## config.mk

```make
export PLATFORM = sky130hd
export DESIGN_NAME = serial_load_tx
export DESIGN_NICKNAME = d
export VERILOG_FILES = /design/src/rtl/serial_load_tx.sv
export SDC_FILE = /design/constraint.sdc
export NUM_CORES = 1
export LEC_CHECK = 0
export ABC_CLOCK_PERIOD_IN_PS = 1400
export CAP_MARGIN = 10
export CORE_AREA = 2 2 39 41
export DETAILED_ROUTE_END_ITERATION = 12
export DIE_AREA = 0 0 41 43
export GPL_ROUTABILITY_DRIVEN = 0
export PLACE_DENSITY_LB_ADDON = 0.15
export SETUP_SLACK_MARGIN = 0.2
export SYNTH_ARGS = -nofsm -noshare
export SYNTH_HDL_FRONTEND = slang
export SYNTH_SLANG_ARGS = --single-unit
```

## constraint.sdc

```tcl
create_clock -name clk -period 1.4 [get_ports clk]
set_clock_uncertainty 0.05 [all_clocks]
set_input_delay 0.28 -clock clk [delete_from_list [all_inputs] [get_ports clk]]
set_output_delay 0.28 -clock clk [all_outputs]
set_load 0.01 [all_outputs]
```

## src/rtl/serial_load_tx.sv

```systemverilog
// 4-bit parallel-in, serial-out transmitter: captures bit3..bit0 on load,
// then shifts them out LSB-first on tx, pulsing finish with the last bit.
module serial_load_tx (
  input  logic       clk,
  input  logic       reset,
  input  logic       load,
  input  logic       bit0,
  input  logic       bit1,
  input  logic       bit2,
  input  logic       bit3,
  output logic       tx,
  output logic       finish,
  output logic [2:0] count,
  output logic [3:0] sender
);

  localparam logic [0:0] IDLE  = 1'b0;
  localparam logic [0:0] SHIFT = 1'b1;
  localparam logic [2:0] WORD_BITS = 3'd4;

  logic [0:0] state;
  logic [2:0] count_inc;
  logic       last_bit;

  assign count_inc = count + 3'd1;
  assign last_bit  = (count_inc == WORD_BITS);

  always_ff @(posedge clk or negedge reset) begin
    if (!reset) begin
      state  <= IDLE;
      sender <= 4'b0000;
      count  <= 3'd0;
      tx     <= 1'b1;
      finish <= 1'b0;
    end else if (load) begin
      // Load wins in every state, so a load mid-word aborts it silently.
      state  <= SHIFT;
      sender <= {bit3, bit2, bit1, bit0};
      count  <= 3'd0;
      tx     <= 1'b1;
      finish <= 1'b0;
    end else begin
      case (state)
        SHIFT: begin
          tx     <= sender[0];
          sender <= {1'b0, sender[3:1]};
          count  <= count_inc;
          finish <= last_bit;
          if (last_bit) state <= IDLE;
        end
        default: begin
          // count and sender hold, leaving 4 / 0000 visible after a word.
          tx     <= 1'b1;
          finish <= 1'b0;
        end
      endcase
    end
  end

endmodule

```

# Yosys cells after proc, flatten, opt, wreduce, memory -nomap -nowiden
# Cells that the tools add are included.
[totals]
out_inout_bits = 9
input_bits = 7
ff_bits = 10
word_cells = 19
[classes]
addsub = 1
n_reduce_logical = 1
n_mux = 11
eq_ne = 1
[ops]
columns = ["cell", "n"]
rows = [
  ["$mux W4", 2],
  ["$mux W1", 7],
  ["$mux W3", 2],
  ["$add A3 B1 Y3 const B", 1],
  ["$eq A3 B3 Y1 const B", 1],
  ["$reduce_bool A2 Y1", 1],
]

# Depth between registers and ports, before layout
# Gate-level depths: netlist (run 1).
[logic_depth]
word_depth = 5
ltp_mapped = 3
mapped_depth_nobuf = 3

# Worst setup path after synthesis (run 1)
# Ideal clock, no wire load.
[synth_path]
kind = "register to register"
from = "reg count[0]"
to = "reg finish"
stages_incl_launch_ff = 4
period_less_slack_ns = 1.205
required_time_ns = 1.230
slack_ns = 0.195
path_buffers = 0
setup_ns = 0.120
arrival_ns = 1.034
path_cell_list = "dfrtp_1 ha_1 xor2_1 and4_1"
[synth_via]
elab_chain_cells = 4
[synth_lines]
columns = ["element", "line", "text"]
rows = [
  ["from (decl)", "13", "output logic [2:0] count,"],
  ["from (signal assigned)", "47", "count <= count_inc;"],
  ["$add A3 B1 Y3", "25", "assign count_inc = count + 3'd1;"],
  ["$eq A3 B3 Y1", "26", "assign last_bit = (count_inc == WORD_BITS);"],
  ["$mux W1", "43", "case (state)"],
  ["$mux W1", "35", "end else if (load) begin"],
  ["to (signal assigned)", "48", "finish <= last_bit;"],
  ["to (decl)", "12", "output logic finish,"],
]
# Every way passes these cells.
# A chain may end at the register's enable or synchronous reset.

# Worst setup path after layout (run 1)
[layout_path]
from = "reg tx"
to = "out tx"
[layout_rtl]
columns = ["element", "line", "text"]
rows = [
  ["from (decl)", "11", "output logic tx,"],
  ["from (signal assigned)", "45", "tx <= sender[0];"],
]
# No word-level cell between the ends.

==> results.toml, run 1 <==
[run_status]
result_of_the_run = "completed"

[grt]
grt_pass1_vias = 366
overflow = 0
grt_start_max_net_pins = 12
grt_first_pass_wirelength_mm = 1.52
global_router_s_overall_resource_usage_pct = 13.6
antenna_found_initial = 0

[sta]
finalCritPeriodShare_pct = 86.2
clock.fmax_mhz = 828
timing.max_slew.rel_slack_pct = 81.7
report.final.slew_viol_count = 0
report.final.hold_viol_count = 0
worst_pin_slew_ns = 0.274
report.final.setup_viol = 0
rsz_0062_raised_after_global_routing = "yes"
fin_setup_tns_ns = 0
layout_setup_ws_ns = 0.193
finalWorstPathRequiredPeriod_ns = 1.21

[logic_synthesis]
syn-mean-instance-area_um2 = 11.3
yosys-top-cells-area = "dfrtp_1 50%, mux2i_1 8.8%, dfstp_2 5.8%"
syn-instance-count = 40
part_of_the_yosys_area_used_for_sequential_elements_pct = 55.5
synth_top_area_cell = "dfrtp_1"
synth_top_cell_area_share_pct = 49.7
yosys_register_bits = 10
post_synth_instance_area_um2 = 453
ys_types = 20
synth_nets = 49
ys_warn_count = 0

[layout]
num-nets-final = 77
final_layout_size_suffix_gt1_share_pct = 37.3
n_fill_cell = 133
antennaDiodeCount = 0
layout_common_cells = "8 x dfrtp_1, 8 x buf_4, 7 x buf_2"
layout-area-overhead-vs-synth_pct = 52.5

[floorplanning]
coreArea_um2 = 1380
floorplan.io_pins = 16
die_height_um = 43
design.die.area_um2 = 1760
placement_rows = 14
chipWidth_um = 41
initial_utilization_pct = 32.7

[drt]
drt-total-wl_um = 907
post-route-drc-count = 0
route.antenna.remaining_nets = 0
routed_wire_length_per_instance_um = 10.9
drt_pre_antenna_iters = 4
vias_per_cell = 4.60
first_iter_violations = 2
total_via_count_after_detailed_routing = 382

[hold_path]
hold_path_class = "in2async"

[place]
place_hpwl_um = 649
placement.setup.worst_slack_ns = 0.0465
port_buffers = 15

[cts]
clock_tree_from_tritoncts = "built"
largest_buffer_count_on_any_clock_path = 2
clock_latency_of_the_later_clocked_register_in_the_worst_skew_pair_ns = 0.26
clk_pin_slew_ns = 0.07
cts_hold_buf = 0
numCtsBuffers = 3
cts-htree-levels = 1
cts_root_buffer_type = "clkbuf_4"
clock-sinks = 10

[pwr]
power_density_nw_per_um2 = 988
leakage_power_nw = 0.369
vdd.ir_drop.worst_mv = 0.559
total_power_uw = 682

[setup_path]
cp.arrival_ns = 0.88
path_class = "reg2out"
cp_slowest_cell = "dfstp_2"
ff_to_ff_end = "finish"
cp-start-kind = "flip-flop"
timing.critical_path.slowest_cell_delay_ns = 0.53
rr_startpoint = "count[1]"
worst_path_required_ns = 1.07
worstSetupEndpointType = "primary output"
crit_family = "flip-flops"
crit_chain = "buf_6"
rrSetupSlack_ns = 0.20
crit_fanout = 1
crit_path_buf_inv_count = 1
worst_r2r_path_depth = 4

[flow_run]
max_cap_violations = 0
[where the power goes]
group,switching [mW],internal [mW],leakage (nW),total [mW]
logic,0.0622,0.0868,0.232,0.149
registers,0.0144,0.312,0.122,0.326
clock network,0.0971,0.110,0.0150,0.207
total,0.174,0.508,0.369,0.682
[cells by family after synthesis]
group | synth area share [%]
AND/OR/NAND/NOR | 11.9
AO/OA/AOI/OAI | 9.12
flip-flops | 55.5
XOR/XNOR | 3.87
multiplexers | 8.84
buffers and inverters | 5.25
adder cells (fa/ha/maj) | 5.52
[repair_timing]
action,4_1_cts,5_1_grt
resized for setup,34,6
setup endpoints to repair,9,6
buffers inserted,7,0
cloned,0,0
[how the worst max path moves through the flow]
stage / from / end / slack (ns) / depth (start not counted)
floorplan: count[0] / finish / 0.23 / 3
global placement: tx / tx / 0.06 / 1
detailed placement: tx / tx / 0.05 / 1
CTS: count[1] / finish / 0.18 / 4
global route: tx / tx / 0.16 / 1
finish: tx / tx / 0.19 / 1
[per-stage QoR]
step	area (um^2)	std cells	utilization (%)	hold WS (ns)
after global routing	691	83	49.9	0.175
final	691	83	49.9	0.181
after CTS	699	83	50.5	0.180
after global placement	632	72	45.7	0.458
after detailed placement	632	72	45.7	0.468
after floorplan	455	40	-	-0.0656
[state kept, by name, indices dropped and copies added, names as in the netlist]
| signal | cells |
|---|---|
| finish | 1 |
| count | 3 |
| state | 1 |
| tx | 1 |
| sender | 4 |
[Yosys cell counts]
master / number
nand2_1: 4
o21ai_1: 2
and4_1: 1
buf_2: 1
buf_6: 1
dfstp_2: 1
nand2b_1: 1
a21bo_1: 1
mux2i_1: 4
xor2_1: 1
a31oi_1: 1
ha_1: 2
nand3b_1: 1
o21ai_0: 2
nand3_1: 1
inv_1: 2
nor2_1: 3
xnor2_1: 1
a21oi_1: 1
dfrtp_1: 9
[routing by layer]
layer | GRT usage [%] | share of wire (%) | vias to the layer above
met2 | 18.4 | 50 | 8
li1 | - | - | 190
met4 | 6.00 | 0 | 0
met1 | 16.9 | 45 | 184
met3 | 7.85 | 4.5 | 0
met5 | 0 | 0 | -
[area by class of cell]
cell class                      instances  area, um^2  share of cell area [%]
Clock buffer                            4        26.3                    3.80
Inverter                                2        7.51                    1.09
Multi-Input combinational cell         26         190                    27.5
Sequential cell                        10         253                    36.6
Tap cell                               16        20.0                    2.90
Timing Repair Buffer                   25         194                    28.1
Power figures use the tool's default switching activity.
==> run 2, diff against run 1 <==
--- a/config.mk
+++ b/config.mk
@@ -5,7 +5,6 @@
 export SDC_FILE = /design/constraint.sdc
 export NUM_CORES = 1
 export LEC_CHECK = 0
-export ABC_CLOCK_PERIOD_IN_PS = 1400
 export CAP_MARGIN = 10
 export CORE_AREA = 2 2 39 41
 export DETAILED_ROUTE_END_ITERATION = 12
==> results of run 2 <==
Same layout as run 1: the final DEF is identical, and so are final timing and power.
